File: src/rtl/fetch_seq_pkg.sv
// Shared types and constants for the instruction fetch sequencer.
package fetch_seq_pkg;

  typedef enum logic [1:0] {
    ST_LOAD = 2'd0,
    ST_RUN  = 2'd1,
    ST_HALT = 2'd2
  } state_e;

  localparam logic [1:0] FAULT_NONE     = 2'd0;
  localparam logic [1:0] FAULT_LOAD_OVF = 2'd1;
  localparam logic [1:0] FAULT_MISALIGN = 2'd2;
  localparam logic [1:0] FAULT_RANGE    = 2'd3;

  localparam logic [31:0] HALT_INSTR = 32'hFC00_0000;

  // A byte address is in range when no bit above the word-address field is set.
  function automatic logic in_range(input logic [31:0] addr, input int unsigned addr_w);
    return (addr >> (addr_w + 2)) == 32'd0;
  endfunction

endpackage

File: src/rtl/fetch_seq_pc_next_sel.sv
// Combinational next-pc selection: stall > jump > branch > sequential,
// with alignment and range checks on the selected candidate.
module pc_next_sel
  import fetch_seq_pkg::*;
#(
  parameter int ADDR_W = 10
) (
  input  logic [31:0] pc_i,
  input  logic        stall_i,
  input  logic        jump_i,
  input  logic [31:0] jump_target_i,
  input  logic        branch_taken_i,
  input  logic [31:0] branch_target_i,
  output logic [31:0] pc_d_o,
  output logic [1:0]  fault_o
);

  logic [32:0] seq_sum;
  logic [31:0] cand;
  logic        redirect;
  logic        cand_carry;

  assign seq_sum = {1'b0, pc_i} + 33'd4;

  always_comb begin
    cand       = seq_sum[31:0];
    cand_carry = seq_sum[32];
    redirect   = 1'b0;
    if (jump_i) begin
      cand       = jump_target_i;
      cand_carry = 1'b0;
      redirect   = 1'b1;
    end else if (branch_taken_i) begin
      cand       = branch_target_i;
      cand_carry = 1'b0;
      redirect   = 1'b1;
    end

    pc_d_o  = pc_i;
    fault_o = FAULT_NONE;
    // A sequential step past the top of memory counts as out of range, never a wrap.
    if (!stall_i) begin
      if (redirect && (cand[1:0] != 2'b00)) begin
        fault_o = FAULT_MISALIGN;
      end else if (cand_carry || !in_range(cand, ADDR_W)) begin
        fault_o = FAULT_RANGE;
      end else begin
        pc_d_o = cand;
      end
    end
  end

endmodule

File: src/rtl/fetch_seq.sv
// Instruction fetch sequencer: streams a program into instruction memory,
// then walks the pc until a halt instruction or a fault stops it.
module fetch_seq
  import fetch_seq_pkg::*;
#(
  parameter int          ADDR_W   = 10,
  parameter logic [31:0] RESET_PC = 32'h0000_0000
) (
  input  logic              clock,
  input  logic              reset,
  input  logic              ld_valid,
  input  logic [31:0]       ld_data,
  input  logic              ld_last,
  output logic              ld_ready,
  output logic              mem_we,
  output logic [ADDR_W-1:0] mem_waddr,
  output logic [31:0]       mem_wdata,
  input  logic [31:0]       i_in,
  input  logic              stall,
  input  logic              branch_taken,
  input  logic [31:0]       branch_target,
  input  logic              jump,
  input  logic [31:0]       jump_target,
  output logic [31:0]       pc,
  output logic              i_valid,
  output logic              halted,
  output logic [1:0]        fault
);

  state_e          state_q;
  logic [ADDR_W:0] cnt_q;
  logic [31:0]     pc_q;
  logic [1:0]      fault_q;

  logic [31:0]     pc_d;
  logic [1:0]      sel_fault;
  logic            load_full;
  logic            halt_hit;

  pc_next_sel #(
    .ADDR_W (ADDR_W)
  ) u_pc_next_sel (
    .pc_i            (pc_q),
    .stall_i         (stall),
    .jump_i          (jump),
    .jump_target_i   (jump_target),
    .branch_taken_i  (branch_taken),
    .branch_target_i (branch_target),
    .pc_d_o          (pc_d),
    .fault_o         (sel_fault)
  );

  // The counter's top bit set means every memory word has been written.
  assign load_full = cnt_q[ADDR_W];

  assign ld_ready  = (state_q == ST_LOAD);
  assign mem_we    = ld_ready && ld_valid && !load_full;
  assign mem_waddr = cnt_q[ADDR_W-1:0];
  assign mem_wdata = ld_data;

  assign pc        = pc_q;
  assign i_valid   = (state_q == ST_RUN) && in_range(pc_q, ADDR_W);
  assign halted    = (state_q == ST_HALT);
  assign fault     = fault_q;

  assign halt_hit  = i_valid && !stall && (i_in == HALT_INSTR);

  always_ff @(posedge clock) begin
    if (reset) begin
      state_q <= ST_LOAD;
      cnt_q   <= '0;
      pc_q    <= RESET_PC;
      fault_q <= FAULT_NONE;
    end else begin
      case (state_q)
        ST_LOAD: begin
          if (ld_valid) begin
            if (load_full) begin
              if (fault_q == FAULT_NONE) fault_q <= FAULT_LOAD_OVF;
              state_q <= ST_HALT;
            end else begin
              cnt_q <= cnt_q + 1'b1;
              if (ld_last) begin
                state_q <= ST_RUN;
                pc_q    <= RESET_PC;
              end
            end
          end
        end
        ST_RUN: begin
          // A halt instruction stops fetch before any redirect is considered.
          if (halt_hit) begin
            state_q <= ST_HALT;
          end else if (sel_fault != FAULT_NONE) begin
            if (fault_q == FAULT_NONE) fault_q <= sel_fault;
            state_q <= ST_HALT;
          end else begin
            pc_q <= pc_d;
          end
        end
        default: begin
        end
      endcase
    end
  end

endmodule

File: config.mk
export PLATFORM = sky130hd
export DESIGN_NAME = fetch_seq
export DESIGN_NICKNAME = d
export VERILOG_FILES = /design/src/rtl/fetch_seq_pkg.sv /design/src/rtl/fetch_seq_pc_next_sel.sv /design/src/rtl/fetch_seq.sv
export SDC_FILE = /design/constraint.sdc
export NUM_CORES = 1
export LEC_CHECK = 0
export ABC_AREA = 1
export BUFFER_PORTS_ARGS = -buffer_cell sky130_fd_sc_hd__buf_4
export CORE_UTILIZATION = 36
export CTS_BUF_LIST = sky130_fd_sc_hd__clkbuf_4 sky130_fd_sc_hd__clkbuf_8
export DETAILED_ROUTE_END_ITERATION = 8
export GPL_ROUTABILITY_DRIVEN = 0
export PLACE_DENSITY = 0.78
export RECOVER_POWER = 50
export SLEW_MARGIN = 20
export SYNTH_ARGS = -nofsm -noshare
export SYNTH_HDL_FRONTEND = slang
export SYNTH_SLANG_ARGS = --single-unit
File: constraint.sdc
create_clock -name clock -period 4.9 [get_ports clock]
set_input_delay 0.245 -clock clock [delete_from_list [all_inputs] [get_ports clock]]
set_output_delay 0.245 -clock clock [all_outputs]
set_load 0.01 [all_outputs]
==> impl_metrics.toml, run 1 <==
[status]
status = "completed"

[synthesis]
synth_common_cells = "147 x nand2_1, 109 x nor2_1, 55 x nand3_1"
syn_area_per_cell_um2 = 5.96
netlist.top_cell.by_area = "dfxtp_1"
netlist_instances = 647
ys.flop_type = "dfxtp_1"
yosysTopAreaCellShare = 0.244
ys_seq_area_frac = 0.244
synthDistinctLibCells = 38
syn_nets = 784
synth_enable_flop_cells = 0
synth_most_common_cell = "nand2_1"
yosys_warnings = 0
synthesis.area_um2 = 3860
yosys-top-cells-area = "dfxtp_1 24%, nand2_1 14%, nor2_1 11%"
synth-seq-cells = 47
ys_async_sr_fraction = 0

[critical_path]
crit_path_max_fanout = 23
cp.arrival_ns = 3.51
start_kind = "flip-flop"
worstPathRequired_ns = 5.15
path_class = "flip-flop to flip-flop"
end_kind = "flip-flop"

[clocking]
clock-sinks = 47
cts_buffer_depth = 2
cts_max_level = 2
ctsHoldBuffers = 0
cts_setup_buffers = 0
cts_tree = "built"
clk_latency_ns = 0.31
cts_buffers = 5
root_buffer = "clkbuf_8"
cts.clk_slew.worst_paths_ns = 0.09
postCtsResizedCells = 0

[cells_and_area]
fin_nets = 876
syn_to_final_growth_pct = 22.8
diodes = 0
drive_above_1_share = 0.209

[pwr]
p_per_area_nw_per_um2 = 238
p_leak_nw = 1.91
fin_total_pwr_w = 0.00113
ir_drop_mv = 0.131

[route]
wl_per_cell_um = 14.0
viasPerCell = 5.09
routed_wl_um = 12300
firstDrtPassIters = 5
drc = 0
drt_iter0_drc = 428
via_count = 4460
ant_nets = 0

[place]
dp_slack_ns = 1.49
numPortBuffers = 150
dpl.hpwl_um = 9780

[global_routing]
grt_pass1_wl_um = 20000
grt_pass1_vias = 4098
grt.overflow.total = 0
grt_max_degree = 52
global_route.usage.total = 0.224
grt_antenna_before_repair = 0

[floorplanning]
core-area_um2 = 10400
start_util = 0.372
die_y_um = 106
die_w_um = 106
die-area_um2 = 11100
ioPinCount = 215
std_cell_rows = 37

[sta]
report.final.hold_viol_count = 0
maxSlewViolCount = 0
layout_setup_ws_ns = 1.64
clock_skew_ns = 0.0128
setup_violations = 0
finalSetupTns_ns = 0
layout_min_cycle_time_ns = 3.26
fmax_mhz = 307
post-route-period-util = 0.665
worstMarginPinSlew_ns = 0.685
relSlewSlack = 0.543
rsz0062_at_grt = "false"

[worst_hold_path]
hp-class = "primary input to flip-flop"

[flow_run]
maxCapViolCount = 0
## critical path: stages, from the launching register on
cell	delay, ns
dfxtp_1	0.49
nand2_1	0.14
nor2_1	0.22
nand2_1	0.13
nor2_4	0.23
nand2_1	0.08
nand2_1	0.07
nand3_1	0.11
a21boi_1	0.16
nand2_1	0.07
nor2_1	0.08
nand2_1	0.09
nor2_2	0.13
nand3_2	0.12
nand2_2	0.23
and2_1	0.36
buf_4	0.33
nor2_1	0.07
nor2_1	0.09
## worst paths after layout
kind                  from       end  slack (ns)  depth (start not counted)
setup reg to reg    pc[12]     pc[0]        1.64                         18
hold reg to reg   fault[1]  fault[1]        0.47                          2
hold / removal       reset  cnt_q[6]        0.29                          2
setup / recovery    pc[12]     pc[0]        1.64                         18
## cell usage in the layout (no fill, tap or decap), drive strengths merged, types with 5 or more instances in the layout
master	instances
a21boi	6
o21ai	26
dfxtp	47
inv	55
nor2	126
a21oi	28
xor2	8
nor4	15
o211ai	12
clkbuf	36
buf	122
and2	5
nand3	56
nand4	8
nor3	23
nand2	150
## flip-flops by register name (all words and copies together), names as in the netlist
register,count
pc,32
cnt_q,11
fault,2
state_q,2
## where the power goes
group / leakage, nW / switching (W) / internal [W]
clock: 0.0581 / 0.000140 / 0.000152
combinational: 1.47 / 0.000217 / 0.000165
sequential: 0.382 / 0.0000429 / 0.000412
## kinds of logic (layout without fill, tap and decap cells)
logic type | Yosys count | after routing | share of synthesized area
compound gates | 77 | 77 | 0.116
flops | 47 | 47 | 0.244
xor+xnor | 11 | 11 | 0.0250
buf+inv | 124 | 217 | 0.167
simple gates | 386 | 386 | 0.441
fa+ha+maj | 2 | 2 | 0.00649
## layout make-up
cell class / count / area, um2
inverters: 56 / 210
clock buffers: 5 / 68.8
flip-flops and latches: 47 / 941
multi-input cells: 476 / 2270
well taps: 136 / 170
fillers: 1156 / 5630
repair buffers: 153 / 1030
clock inverters: 3 / 43.8
## metrics by stage
step / cells / area, um2 / utilization / hold WS [ns]
floorplan: 647 / 3860 / - / 0.450
global placement: 868 / 4740 / 0.457 / 0.455
detailed placement: 868 / 4740 / 0.457 / 0.460
global route: 876 / 4740 / 0.457 / 0.309
finish: 876 / 4740 / 0.457 / 0.285
CTS: 876 / 4850 / 0.468 / 0.279
## routing by layer
layer	track usage	wire, um	vias to the layer above
li1	-	-	2247
met1	0.297	5290	1981
met2	0.359	5570	215
met3	0.0550	1240	17
met4	0.0685	182	0
met5	0	0	-
Power figures use the tool's default switching activity.
==> run 2, diff against run 1 <==
==> constraint.sdc (replaced) <==
create_clock -name clock -period 3.3 [get_ports clock]
set_input_delay 0.165 -clock clock [delete_from_list [all_inputs] [get_ports clock]]
set_output_delay 0.165 -clock clock [all_outputs]
set_load 0.01 [all_outputs]
==> impl_metrics.toml, run 2 (synthesis results as in run 1) <==
[worst_hold_path]
hp-class = "primary input to flip-flop"

[global_routing]
use_met2 = 0.373
global_route.usage.total = 0.222
grt_pass1_wl_um = 19800
grt_max_degree = 36
grt_pass1_vias = 4108
grt.overflow.total = 0
met1_usage = 0.281
use_met3 = 0.0538
grt-busiest-layer = "met2"
grt_antenna_before_repair = 0

[sta]
report.final.hold_viol_count = 0
worstMarginPinSlew_ns = 0.708
rsz0062_at_grt = "false"
setup_violations = 0
maxSlewViolCount = 0
clock_skew_ns = 0.0153
relSlewSlack = 0.528
post-route-period-util = 0.916
finalSetupTns_ns = 0
fmax_mhz = 331
layout_min_cycle_time_ns = 3.02

[clocking]
cts.clk_slew.worst_paths_ns = 0.09
cts_tree = "built"
cts_max_level = 2
clk_latency_ns = 0.31
cts_setup_buffers = 0
cts_buffers = 5
cts_buffer_depth = 2
clock-sinks = 47
postCtsResizedCells = 0
ctsHoldBuffers = 0
root_buffer = "clkbuf_8"

[pwr]
ir_drop_mv = 0.192
p_per_area_nw_per_um2 = 337
p_leak_nw = 1.92
fin_total_pwr_w = 0.00160

[critical_path]
cp.arrival_ns = 3.20
crit_path_max_fanout = 26
path_class = "flip-flop to flip-flop"
worstPathRequired_ns = 3.47
start_kind = "flip-flop"
end_kind = "flip-flop"

[place]
numPortBuffers = 150
dpl.hpwl_um = 9960
placedCellCount = 873

[cells_and_area]
diodes = 0
final_cell_mix = "147 x nand2_1, 126 x buf_4, 109 x nor2_1"
fin_cells = 879
final_core_util = 0.458
syn_to_final_growth_pct = 23.2
largest_reg_flops = 32
fin_nets = 881
layout_commonest_cell = "nand2_1"
drive_above_1_share = 0.214
fill_cells = 1165

[route]
routed_wl_um = 12400
wl_per_cell_um = 14.1
via_count = 4440
ant_nets = 0
firstDrtPassIters = 5
drc = 0
drt_iter0_drc = 348
viasPerCell = 5.05

[floorplanning]
core-area_um2 = 10400
start_util = 0.372
std_cell_rows = 37
die_y_um = 106
ioPinCount = 215
die_w_um = 106
die-area_um2 = 11100

[status]
status = "completed"

[flow_run]
maxCapViolCount = 0
## run 2: power breakdown
| part | total (W) | internal (W) | switching, W |
|---|---|---|---|
| Sequential | 0.000674 | 0.000613 | 0.0000611 |
| Combinational | 0.000591 | 0.000259 | 0.000332 |
| Clock | 0.000336 | 0.000141 | 0.000195 |
## run 2: path summary, 6_finish.rpt
check	startpoint	to	slack, ns	depth (start not counted)
worst max-delay path	pc[2]	pc[21]	0.28	16
worst min-delay path	reset	cnt_q[6]	0.22	2
worst max register to register	pc[2]	pc[21]	0.28	16
worst min register to register	fault[1]	fault[1]	0.48	2
## run 2: critical path: stages (launching register included)
cell,delay (ns)
dfxtp_1,0.41
ha_1,0.23
nand2_1,0.07
nor2_1,0.14
nand2_1,0.18
nor2_1,0.23
nand2_1,0.09
xor2_1,0.22
nand2_1,0.09
a21oi_1,0.20
nand3_1,0.10
nor2_1,0.20
nand3_2,0.14
nand2_2,0.08
and2_2,0.24
buf_12,0.20
nor3_1,0.07
## run 2: layout make-up
cell class	count	area, um2	share of cell area
clock buffer	5	68.8	0.0145
clock inverter	1	7.51	0.00158
inverter	56	210	0.0442
multi-input combinational	476	2270	0.478
sequential	47	941	0.198
tap	136	170	0.0358
timing repair buffer	158	1080	0.228
## run 2: per-layer routing
layer / wire [um] / share of wire / vias up
met4: 196 / 0.016 / 0
met5: 0 / 0 / -
met3: 1170 / 0.094 / 24
li1: - / - / 2254
met1: 5310 / 0.43 / 1968
met2: 5750 / 0.46 / 194
## run 2: stage by stage
step | hold WS (ns) | instance area, um2 | worst slack (ns)
CTS | 0.225 | 4870 | 0.230
detailed placement | 0.330 | 4790 | 0.260
global route | 0.274 | 4750 | 0.0106
finish | 0.224 | 4750 | 0.278
floorplan | 0.417 | 3860 | 0.886
global placement | 0.330 | 4790 | 0.370
==> run 3, diff against run 2 <==
--- a/config.mk
+++ b/config.mk
@@ -11,7 +11,7 @@
 export CTS_BUF_LIST = sky130_fd_sc_hd__clkbuf_4 sky130_fd_sc_hd__clkbuf_8
 export DETAILED_ROUTE_END_ITERATION = 8
 export GPL_ROUTABILITY_DRIVEN = 0
-export PLACE_DENSITY = 0.78
+export PLACE_DENSITY_LB_ADDON = 0.12
 export RECOVER_POWER = 50
 export SLEW_MARGIN = 20
 export SYNTH_ARGS = -nofsm -noshare
==> impl_metrics.toml, run 3 (synthesis results as in run 1) <==
[cells_and_area]
fill_cells = 1137
layout_commonest_cell = "nand2_1"
fin_nets = 879
largest_reg_flops = 32
final_cell_mix = "147 x nand2_1, 124 x buf_4, 108 x nor2_1"
fin_cells = 879
final_area_um2 = 4770
diodes = 0
syn_to_final_growth_pct = 23.6
multiInputGateArea_um2 = 2270
drive_above_1_share = 0.215
seq_area_um2 = 941

[pwr]
p_int_w = 0.00106
ir_drop_mv = 0.206
p_clk_frac = 0.242
p_seq_frac = 0.406
p_per_area_nw_per_um2 = 348
p_leak_nw = 1.92
p_switching_w = 0.000599
switching_share = 0.361
pwr-share-comb = 0.352
fin_total_pwr_w = 0.00166

[clocking]
cts_buffers = 5
cts_max_level = 2
clk_latency_ns = 0.30
cts_tree = "built"
cts_setup_buffers = 0
root_buffer = "clkbuf_8"
cts_buffer_depth = 2
clock-sinks = 47
cts.clk_slew.worst_paths_ns = 0.09

[critical_path]
start_kind = "flip-flop"
worstSetupEndpoint = "pc[6]"
rr_worst_depth = 17
path_class = "flip-flop to flip-flop"
r2r_start = "pc[2]"
end_kind = "flip-flop"
worstPathRequired_ns = 3.55
timing.rr.end = "pc[6]"
crit_path_max_fanout = 27
cp.arrival_ns = 3.19
reg2reg_setup_slack_ns = 0.35
startpoint = "pc[2]"

[global_routing]
grt_pass1_vias = 4156
grt_max_degree = 52
global_route.usage.total = 0.225
grt_antenna_before_repair = 0
grt_pass1_wl_um = 20200
grt.overflow.total = 0

[floorplanning]
die-area_um2 = 11100
core-area_um2 = 10400
ioPinCount = 215
die_y_um = 106
die_w_um = 106
std_cell_rows = 37
start_util = 0.372

[sta]
clock_skew_ns = 0.00786
finalSetupTns_ns = 0
maxSlewViolCount = 0
fmax_mhz = 339
post-route-period-util = 0.893
layout_min_cycle_time_ns = 2.95
relSlewSlack = 0.522
setup_violations = 0
report.final.hold_viol_count = 0
worstMarginPinSlew_ns = 0.715
rsz0062_at_grt = "false"

[worst_hold_path]
hp-start = "reset"
hp-class = "primary input to flip-flop"

[route]
viasPerCell = 4.95
wl_per_cell_um = 14.1
drc = 0
routed_wl_um = 12400
firstDrtPassIters = 5
ant_nets = 0
drt_iter0_drc = 291
via_count = 4354

[status]
status = "completed"

[place]
placedCellCount = 871
placed_area_um2 = 4780
numPortBuffers = 150
dpl.hpwl_um = 9640

[flow_run]
maxCapViolCount = 0
## run 3: changes by cell type in the layout (fill, tap and decap cells not counted), sizes merged
cell,delta
buf,-2
clkbuf,+2
## run 3: area by class of cell
cell class | instances | area share
inverter | 56 | 0.0441
tap | 136 | 0.0357
clock buffer | 7 | 0.0202
sequential | 47 | 0.197
multi-input combinational | 476 | 0.477
timing repair buffer | 156 | 0.224
clock inverter | 1 | 0.00157
## run 3: what timing repair did
item,in CTS,in global routing
hold buffers,0,0
endpoints found under the setup margin,0,27
hold endpoints to repair,0,0
resized for setup,0,2
## run 3: worst min path at each step
stage,depth (start not counted),end
floorplan,3,fault[1]
global placement,0,mem_wdata[16]
detailed placement,0,mem_wdata[16]
CTS,2,cnt_q[6]
global route,2,state_q[1]
finish,2,cnt_q[6]
## run 3: worst max-delay path, cell delays in order (launching register included)
cell,delay [ns]
dfxtp_1,0.41
ha_1,0.24
nand2_1,0.07
nor2_1,0.15
nand2_1,0.19
nor2_1,0.21
nand2_1,0.09
xor2_1,0.19
nand2_1,0.10
a21oi_1,0.14
nand3_1,0.10
nor2_2,0.17
nand3_2,0.15
nand2_2,0.10
and2_2,0.22
buf_12,0.20
nor2_1,0.08
nor2_2,0.08
## run 3: routing by layer
layer  GRT usage  part of all wire
met3      0.0334             0.076
met4      0.0704             0.016
met5           0                 0
met1       0.296              0.46
met2       0.377              0.45
## run 3: through the flow
| step | setup slack (ns) | hold WS (ns) | utilization |
|---|---|---|---|
| global route | 0.0487 | 0.248 | 0.460 |
| floorplan | 0.886 | 0.417 | - |
| detailed placement | 0.239 | 0.330 | 0.461 |
| finish | 0.352 | 0.222 | 0.460 |
| CTS | 0.215 | 0.215 | 0.471 |
| global placement | 0.290 | 0.330 | 0.461 |
## run 3: power by group through the flow
stage               Clock (W)  Sequential, W  Combinational, W
floorplan                   0       0.000688          0.000392
global placement            0       0.000685          0.000606
detailed placement          0       0.000685          0.000611
CTS                  0.000407       0.000672          0.000614
global route         0.000434       0.000682          0.000660
finish               0.000401       0.000673          0.000584
